`config.mk`:
```
export PLATFORM = sky130hd
export DESIGN_NAME = dac_sample_feeder_flat
export DESIGN_NICKNAME = d
export VERILOG_FILES = /design/src/rtl/sleepy_dac_pkg.sv /design/src/rtl/dac_sample_feeder_if.sv /design/src/rtl/sample_fifo.sv /design/src/rtl/dac_sample_feeder.sv /design/src/flat_wrapper.sv
export SDC_FILE = /design/constraint.sdc
export NUM_CORES = 1
export LEC_CHECK = 0
export CORE_UTILIZATION = 51
export DETAILED_ROUTE_END_ITERATION = 16
export GPL_TIMING_DRIVEN = 0
export PLACE_DENSITY = 0.75
export SYNTH_ARGS = -nofsm -noshare
export SYNTH_HDL_FRONTEND = slang
export SYNTH_SLANG_ARGS = --single-unit
```
`constraint.sdc`:
```
create_clock -name clk -period 2.8 [get_ports clk]
set_clock_uncertainty 0.2 [all_clocks]
set_input_delay 0.56 -clock clk [delete_from_list [all_inputs] [get_ports clk]]
set_output_delay 0.56 -clock clk [all_outputs]
set_load 0.01 [all_outputs]
```
`src/rtl/sleepy_dac_pkg.sv`:
```
// Constants and helpers shared by the sample feeder and the delta-sigma DAC it drives.
package sleepy_dac_pkg;

    localparam int DAC_DATA_W = 8;
    localparam logic [DAC_DATA_W-1:0] DAC_IDLE_VAL = 8'h00;

    function automatic int clog2(input int value);
        int result;
        int span;
        result = 32'sd0;
        span   = 32'sd1;
        while (span < value) begin
            span   = span * 32'sd2;
            result = result + 32'sd1;
        end
        return result;
    endfunction

endpackage

```
`src/rtl/dac_sample_feeder_if.sv`:
```
// Valid/ready sample stream from a producer (SPI, regfile, sequencer) into the feeder.
interface dac_sample_feeder_if
    import sleepy_dac_pkg::*;
#(
    parameter int DATA_W = DAC_DATA_W
);

    logic              s_valid;
    logic [DATA_W-1:0] s_data;
    logic              s_ready;

    modport master (output s_valid, output s_data, input s_ready);
    modport slave  (input s_valid, input s_data, output s_ready);

endinterface

```
`src/rtl/sample_fifo.sv`:
```
// Synchronous FIFO with a separate occupancy counter; pointers wrap naturally (DEPTH power of two).
module sample_fifo
    import sleepy_dac_pkg::*;
#(
    parameter int DATA_W = DAC_DATA_W,
    parameter int DEPTH  = 4,
    localparam int PTR_W = clog2(DEPTH),
    localparam int LVL_W = clog2(DEPTH) + 1
) (
    input  logic              clk,
    input  logic              rst_n,
    input  logic              push,
    input  logic [DATA_W-1:0] wdata,
    input  logic              pop,
    output logic [DATA_W-1:0] rdata,
    output logic              full,
    output logic              empty,
    output logic [LVL_W-1:0]  level
);

    logic [DATA_W-1:0] mem_q [DEPTH];
    logic [DATA_W-1:0] mem_d [DEPTH];
    logic [PTR_W-1:0]  wr_ptr_q, wr_ptr_d;
    logic [PTR_W-1:0]  rd_ptr_q, rd_ptr_d;
    logic [LVL_W-1:0]  level_q, level_d;
    logic              do_push_s, do_pop_s;

    // Full/empty come only from the registered level, so a push is refused when full even alongside a pop.
    assign full      = (level_q == LVL_W'(DEPTH));
    assign empty     = (level_q == '0);
    assign do_push_s = push && !full;
    assign do_pop_s  = pop && !empty;
    assign rdata     = mem_q[rd_ptr_q];
    assign level     = level_q;

    // Next-state for storage, pointers and occupancy.
    always_comb begin
        mem_d    = mem_q;
        wr_ptr_d = wr_ptr_q;
        rd_ptr_d = rd_ptr_q;
        if (do_push_s) begin
            mem_d[wr_ptr_q] = wdata;
            wr_ptr_d        = wr_ptr_q + PTR_W'(1);
        end else begin
            wr_ptr_d = wr_ptr_q;
        end
        if (do_pop_s) begin
            rd_ptr_d = rd_ptr_q + PTR_W'(1);
        end else begin
            rd_ptr_d = rd_ptr_q;
        end
        case ({do_push_s, do_pop_s})
            2'b10:   level_d = level_q + LVL_W'(1);
            2'b01:   level_d = level_q - LVL_W'(1);
            default: level_d = level_q;
        endcase
    end

    // State registers; reset empties the FIFO and clears stale contents.
    always_ff @(posedge clk or negedge rst_n) begin
        if (!rst_n) begin
            for (int i = 0; i < DEPTH; i++) begin
                mem_q[i] <= '0;
            end
            wr_ptr_q <= '0;
            rd_ptr_q <= '0;
            level_q  <= '0;
        end else begin
            mem_q    <= mem_d;
            wr_ptr_q <= wr_ptr_d;
            rd_ptr_q <= rd_ptr_d;
            level_q  <= level_d;
        end
    end

endmodule

```
`src/rtl/dac_sample_feeder.sv`:
```
// Buffers producer samples and releases one per RATE_DIV clocks to the delta-sigma DAC.
// Define SAMPLE_INTERP_EN for linear interpolation between samples; default is zero-order hold.
module dac_sample_feeder
    import sleepy_dac_pkg::*;
#(
    parameter int                DATA_W   = DAC_DATA_W,
    parameter int                DEPTH    = 4,
    parameter int                RATE_DIV = 256,
    parameter logic [DATA_W-1:0] IDLE_VAL = DAC_IDLE_VAL,
    localparam int               LVL_W    = clog2(DEPTH) + 1
) (
    input  logic                      clk,
    input  logic                      rst_n,
    input  logic                      enable,
    dac_sample_feeder_if.slave        s,
    output logic [DATA_W-1:0]         data_out,
    output logic [LVL_W-1:0]          level,
    output logic                      underrun
);

    localparam int               TMR_W    = clog2(RATE_DIV);
    localparam logic [TMR_W-1:0] TMR_LAST = TMR_W'(RATE_DIV - 1);

    logic [TMR_W-1:0]  timer_q, timer_d;
    logic [DATA_W-1:0] data_out_q, data_out_d;
    logic [DATA_W-1:0] head_s;
    logic              tick_s, full_s, empty_s, push_s, pop_s;

    assign tick_s   = enable && (timer_q == TMR_LAST);
    assign push_s   = s.s_valid && !full_s;
    assign pop_s    = tick_s && !empty_s;
    assign s.s_ready = !full_s;
    assign underrun = tick_s && empty_s;
    assign data_out = data_out_q;

    sample_fifo #(
        .DATA_W (DATA_W),
        .DEPTH  (DEPTH)
    ) u_fifo (
        .clk   (clk),
        .rst_n (rst_n),
        .push  (push_s),
        .wdata (s.s_data),
        .pop   (pop_s),
        .rdata (head_s),
        .full  (full_s),
        .empty (empty_s),
        .level (level)
    );

    // Sample-period timer; disabling clears it so the next period starts fresh.
    always_comb begin
        timer_d = timer_q;
        if (!enable) begin
            timer_d = '0;
        end else if (tick_s) begin
            timer_d = '0;
        end else begin
            timer_d = timer_q + TMR_W'(1);
        end
    end

`ifdef SAMPLE_INTERP_EN
    localparam int PROD_W = DATA_W + TMR_W + 2;

    logic [DATA_W-1:0]        prev_q, prev_d, target_q, target_d;
    logic signed [DATA_W:0]   diff_s;
    logic signed [PROD_W-1:0] prod_s, ramp_s, sum_s;

    // Ramp from prev to target across the period; an empty tick collapses prev onto target (flat output).
    always_comb begin
        prev_d   = prev_q;
        target_d = target_q;
        if (pop_s) begin
            prev_d   = target_q;
            target_d = head_s;
        end else if (tick_s) begin
            prev_d   = target_q;
            target_d = target_q;
        end else begin
            prev_d   = prev_q;
            target_d = target_q;
        end
        // Evaluated on next-state values so data_out_q lines up with timer_q.
        diff_s = $signed({1'b0, target_d}) - $signed({1'b0, prev_d});
        prod_s = $signed({{(TMR_W + 1){diff_s[DATA_W]}}, diff_s})
               * $signed({{(DATA_W + 2){1'b0}}, timer_d});
        ramp_s = prod_s >>> TMR_W;
        sum_s  = $signed({{(TMR_W + 2){1'b0}}, prev_d}) + ramp_s;
        if (!enable) begin
            data_out_d = data_out_q;
        end else if (sum_s[PROD_W-1]) begin
            data_out_d = '0;
        end else if (|sum_s[PROD_W-2:DATA_W]) begin
            data_out_d = '1;
        end else begin
            data_out_d = sum_s[DATA_W-1:0];
        end
    end

    // Interpolation endpoints.
    always_ff @(posedge clk or negedge rst_n) begin
        if (!rst_n) begin
            prev_q   <= IDLE_VAL;
            target_q <= IDLE_VAL;
        end else begin
            prev_q   <= prev_d;
            target_q <= target_d;
        end
    end
`else
    // Zero-order hold: take the head sample on each pop, otherwise hold.
    always_comb begin
        if (pop_s) begin
            data_out_d = head_s;
        end else begin
            data_out_d = data_out_q;
        end
    end
`endif

    // Timer and output sample register.
    always_ff @(posedge clk or negedge rst_n) begin
        if (!rst_n) begin
            timer_q    <= '0;
            data_out_q <= IDLE_VAL;
        end else begin
            timer_q    <= timer_d;
            data_out_q <= data_out_d;
        end
    end

endmodule

```
`src/flat_wrapper.sv`:
```
// flat-port wrapper written by rule: the top's interface ports become plain ports
module dac_sample_feeder_flat import sleepy_dac_pkg::*;
#(
    parameter int                DATA_W   = DAC_DATA_W,
    parameter int                DEPTH    = 4,
    parameter int                RATE_DIV = 256,
    parameter logic [DATA_W-1:0] IDLE_VAL = DAC_IDLE_VAL,
    localparam int               LVL_W    = clog2(DEPTH) + 1
)
  (clk, rst_n, enable, data_out, level, underrun, s_s_valid, s_s_data, s_s_ready);
  dac_sample_feeder_if #(.DATA_W(DATA_W)) s_i ();
  input  logic clk;
  input  logic rst_n;
  input  logic enable;
  output logic [DATA_W-1:0] data_out;
  output logic [LVL_W-1:0] level;
  output logic underrun;
  input wire logic [$bits(s_i.s_valid)-1:0] s_s_valid;
  input wire logic [$bits(s_i.s_data)-1:0] s_s_data;
  output wire logic [$bits(s_i.s_ready)-1:0] s_s_ready;
  assign s_i.s_valid = s_s_valid;
  assign s_i.s_data = s_s_data;
  assign s_s_ready = s_i.s_ready;
  dac_sample_feeder #(.DATA_W(DATA_W), .DEPTH(DEPTH), .RATE_DIV(RATE_DIV), .IDLE_VAL(IDLE_VAL)) u_core (.clk(clk), .rst_n(rst_n), .enable(enable), .s(s_i), .data_out(data_out), .level(level), .underrun(underrun));
endmodule
```
* Word level (Yosys, flattened, before mapping) *
Index checks and enable logic that the tools add are counted.

storage, ports and cells
  register bits = 55
  latch bits = 0
  memory bits (writable) = 0
  ROM bits = 0
  output and inout bits = 13
  logic and storage cells = 43
  memories = 0

operators by class
  add/subtract/negate cells = 5
  $mul = 0
  divide/modulo/power cells = 0
  magnitude comparators = 3
  eq/ne operators = 4
  shift-type cells = 0
  multiplexer cells = 9
  bitwise operators = 2
  reduce and logical (&&, ||, !) cells = 11

operators with widths
  kind                 count
  $mux 8               5
  $bwmux 32            1
  $bmux 8 s2           1
  $demux 8 s2          1
  $add 8x1->8 const B  1
  $eq 8x8->1 const B   1
  $logic_and 1x1->1    7
  $ge 3x3->1 const B   2
  $not 2->3            2
  $pmux 3 s2           1
  $add 2x1->2 const B  2
  $add 3x1->3 const B  1
  $eq 3x3->1 const B   1
  $logic_not 3->1      1
  $lt 3x1->1 const B   1
  $sub 3x1->3 const B  1
  $eq 2x1->1 const B   1
  $eq 2x2->1 const B   1
  $logic_not 1->1      2
  $reduce_bool 2->1    1

* Longest topological paths before layout *
  word-level depth = 6
  depth in mapped cells = 9
  depth with buffers taken out = 9

* Modules after synthesis *
Synthesis repeated with hierarchy kept, for this count alone.

unflattened totals
  cell total of the unflattened synthesis = 174
  area, all modules = 2,508.7 um^2

by module, submodules not included
  module             times used  cells an instance  area an instance (um^2)  seq. area each (um^2)
  sample_fifo        1           114                1,784.2                  975.9
  dac_sample_feeder  1           60                 724.4                    400.4

* Worst setup path after synthesis *
No wires, ideal clock.

  kind = reg-to-reg
  start point = register u_core.timer_q[0]
  end point = register u_core.u_fifo.level_q[2] (netlist: u_core.u_fifo.level[2])
  library setup time = 79 ps
  arrival = 2,355 ps
  setup slack = 166 ps
  cell stages (with the launch flop) = 10
  cells stage by stage = dfrtp_1 -> ha_1 -> nand3_1 -> nor4_4 -> ha_1 -> inv_1 -> fa_1 -> xor2_1 -> nor2_1 -> xor2_1

between the ends
  longest elaborated chain between the ends = 6
  elaborated cells on any way between the ends = 8
  those cells by class = 3 x eq/ne; 1 x mux; 4 x reduce/logical

RTL lines
  what                                             RTL line                  text
  from (decl)                                      dac_sample_feeder.sv:24   logic [TMR_W-1:0] timer_q, timer_d;
  from (signal assigned)                           dac_sample_feeder.sv:128  timer_q <= timer_d;
  $eq 8x8->1 (*)                                   dac_sample_feeder.sv:29   assign tick_s = enable && (timer_q == TMR_LAST);
  $logic_and 1x1->1 (*)                            dac_sample_feeder.sv:29
  $logic_and 1x1->1 (*)                            dac_sample_feeder.sv:31   assign pop_s = tick_s && !empty_s;
  named net u_core.pop_s                           dac_sample_feeder.sv:27   logic tick_s, full_s, empty_s, push_s, pop_s;
  $logic_and 1x1->1 (*)                            sample_fifo.sv:32         assign do_pop_s = pop && !empty;
  $eq 2x1->1 or $eq 2x2->1 (tied branches)         sample_fifo.sv:52         case ({do_push_s, do_pop_s})
  $pmux 3 s2 or $reduce_bool 2->1 (tied branches)  -
  to (signal assigned)                             sample_fifo.sv:72         level_q <= level_d;
  to (decl)                                        sample_fifo.sv:25         logic [LVL_W-1:0] level_q, level_d;

The timed path passes the listed nets; every way through them passes the cells marked *.
A chain may end at the register's enable or synchronous reset.

* Worst setup path in the final report *
  start point = register u_core.u_fifo.level_q[0] (netlist: u_core.u_fifo.level[0])
  end point = output s_s_ready

between the ends
  longest elaborated chain between the ends = 2

RTL lines
  what             RTL line                 text
  $eq 3x3->1       sample_fifo.sv:29        assign full = (level_q == LVL_W'(DEPTH));
  $logic_not 1->1  dac_sample_feeder.sv:32  assign s.s_ready = !full_s;
  to (decl)        flat_wrapper.sv:20       output wire logic [$bits(s_i.s_ready)-1:0] s_s_ready;

Every way passes these cells.

==> impl_metrics.tcl <==
set metrics [dict create \
    outcome "finished, final reports clean" \
    diodes 0 \
    synthFlopType "dfrtp_1" \
    drt_iter0_drc 61 \
    synthMuxAreaShare_pct 26.1 \
    synth-simple-area-share_pct 7.77 \
    die_h_um 71.9 \
    postPlaceCellArea_um2 2820 \
    tritoncts "built" \
    maxCapViolations 0 \
    p_total_uw 2540 \
    peakVddDrop_mv 0.407 \
    synth_compound_area_share_pct 1.91 \
    synth_edf_count 0 \
    dpl.cell_count 262 \
    hold_viol 0 \
    hp-class "reg2reg" \
    startpoint_type "register" \
    io_pins 25 \
    slew_viol_final 0 \
    placementRows 25 \
    die_area_um2 5180 \
    track_usage_pct 20.2 \
    port_buffers 23 \
    first_pass_iters 4 \
    synth.avg_cell_area_um2 14.6 \
    r2r_slack_ns 0.16 \
    powerDensity_nw_per_um2 853 \
    num-nets-final 224 \
    period_minus_slack_ns 2.68 \
    cp.arrival_ns 1.92 \
    die_w_um 71.9 \
    end_kind "output pin" \
    synth_area_leaders "dfrtp_1, mux2_2, mux4_2, ha_1, xor2_1" \
    core_area_um2 4720 \
    synthDistinctLibCells 29 \
    antenna_found_initial 0 \
    hpwl_um 3260 \
    grt_max_degree 46 \
    syn_inst 171 \
    yosys.area.top_type "dfrtp_1" \
    tightest_slew_ns 0.838 \
    netSwitchingFraction_pct 27.6 \
    wl_per_cell_um 16.7 \
    yosys-top-cells-count "dfrtp_1, mux2_2, inv_1, mux4_2" \
    p_switching_uw 701 \
    insertion_delay_ns 0.30 \
    synthesis.area_um2 2490 \
    cp_max_fo 6 \
    r2r-end "u_core.u_fifo.level[2]" \
    synth_top_family_by_area "multiplexers" \
    crit_required_ns 2.04 \
    clk_pin_slew_ns 0.09 \
    seq_area_frac_synth_pct 55.2 \
    synth_top_area_share_pct 55.2 \
    final_area_um2 2980 \
    drt-vias-per-instance 5.45 \
    synth_xor_area_share_pct 3.16 \
    power_frac_comb_pct 30.2 \
    crit_end "s_s_ready" \
    post-route-period-util_pct 95.9 \
    hold_ws_ns 0.293 \
    cts_made_buffers 5 \
    synth-seq-cells 55 \
    maxSlewHeadroom_pct 44.1 \
    syn-num-nets 190 \
    fin_cells 273 \
    setup_viol 0 \
    async_reset_ff_share_pct 100 \
    clockBufferDepth 2 \
    ant_nets 0 \
    yosysWarnings 0 \
    grt_pass1_vias 1656 \
    seqPwrFrac_pct 48.9 \
    grt-ovfl-total 0 \
    cts_max_level 2 \
    drc_errors 0 \
    syn_to_final_growth_pct 19.3 \
    max_freq_mhz 372 \
    clock-root-buffer "clkbuf_8" \
    drive_gt1_share_pct 36.4 \
    rr_worst_depth 9 \
    p_int_uw 1840 \
    critPathLaunch "u_core.u_fifo.level[0]" \
    drt_wl_total_um 4550 \
    cts_sinks 55 \
    vias 1489 \
    grt_pass1_wl_um 7810 \
    p_clk_share_pct 20.9 \
    p_leak_uw 0.00129 \
    path_class "reg2out" \
    synth_most_common_cell "dfrtp_1" \
    synth_fa_ha_area_share_pct 3.81 \
    gp_congestion 0.843 \
    reg2reg_from "u_core.u_fifo.level[0]" \
    start_util_pct 52.8 \
]
==> how the worst min path moves through the flow <==
stage | cells after the start | end | from | slack, ns
after floorplan | 0 | u_core.data_out[0] | rst_n | 0.06
after global placement | 1 | u_core.timer_q[0] | u_core.timer_q[0] | 0.27
after detailed placement | 1 | u_core.u_fifo.level[1] | rst_n | 0.26
after CTS | 1 | u_core.timer_q[0] | u_core.timer_q[0] | 0.30
after global routing | 1 | u_core.timer_q[0] | u_core.timer_q[0] | 0.32
final | 1 | u_core.timer_q[0] | u_core.timer_q[0] | 0.29
==> what timing repair did <==
action	CTS	global route
pin swaps	1	1
hold buffers	1	0
hold endpoints to repair	10	0
resized for setup	0	4
buffers inserted	1	1
setup endpoints to repair	2	2
==> sequential cells by signal (all words and copies together) (netlist names) <==
| register | count |
|---|---|
| u_core.u_fifo.wr_ptr_q | 2 |
| u_core.u_fifo.rd_ptr_q | 2 |
| u_core.timer_q | 8 |
| u_core.u_fifo.mem_q | 32 |
| u_core.data_out | 8 |
| u_core.u_fifo.level | 3 |
==> critical path, cell delays in order (launching register included) <==
cell and delay, ns:
dfrtp_1 0.45, or3b_2 0.47, clkbuf_1 0.20, clkdlybuf4s50_1 0.51
==> cells by family (layout without fill, tap and decap cells) <==
kind of cell / Yosys count / in the layout
xor gates and xnor gates: 9 / 9
AOI/OAI and AO/OA: 8 / 8
adders and majority gates: 7 / 7
buffers and inverters: 13 / 48
muxes: 50 / 50
DFF: 55 / 55
and+or+nand+nor: 29 / 29
==> stage by stage <==
| step | setup TNS (ns) | util [%] | setup WS [ns] |
|---|---|---|---|
| 3_3_place_gp | -26.56 | 59.5 | -0.648 |
| 4_1_cts | 0 | 62.6 | 0.00221 |
| 6_report | 0 | 63.0 | 0.115 |
| 2_1_floorplan | 0 | - | 0.166 |
| 5_1_grt | -0.000460 | 63.0 | -0.000460 |
| 3_5_place_dp | -1.64 | 59.8 | -0.780 |
==> power by group through the flow <==
| stage | Sequential (uW) | Combinational (uW) | Clock, uW |
|---|---|---|---|
| after floorplan | 1210 | 574 | 0 |
| after global placement | 1210 | 729 | 0 |
| after detailed placement | 1250 | 773 | 0 |
| after CTS | 1230 | 776 | 547 |
| after global routing | 1270 | 844 | 572 |
| final | 1240 | 767 | 531 |
==> per-layer routing <==
metal,vias up,GRT usage [%],share of wire (%)
met5,-,0,0
met4,0,9.80,2.2
met3,11,3.19,2.4
met2,27,35.7,54
met1,770,24.1,42
li1,681,-,-
==> final cells by class <==
class                      instances  area (um2)
fill                             339        1750
sequential                        55        1380
multi-input combinational        103        1080
timing repair buffer              27         270
tap                               67        83.8
clock buffer                       6        82.6
clock inverter                     2        35.0
inverter                           8        30.0
buffer                             5        21.3
==> cell usage in the layout, fill, tap and decap left out, drive strengths merged, types with 2 or more instances in the layout <==
cell type	synthesis	final
dfrtp	55	55
mux2	41	41
clkdlybuf4s50	0	22
clkbuf	3	9
nand3	9	9
mux4	8	8
inv	8	8
nor2	6	6
ha	6	6
buf	2	6
xor2	5	5
nand2	4	4
xnor2	4	4
o21ai	3	3
a21oi	3	3
nor3	3	3
nand4	2	2
nor4	2	2
No activity file was read; power rests on OpenSTA's default activity.
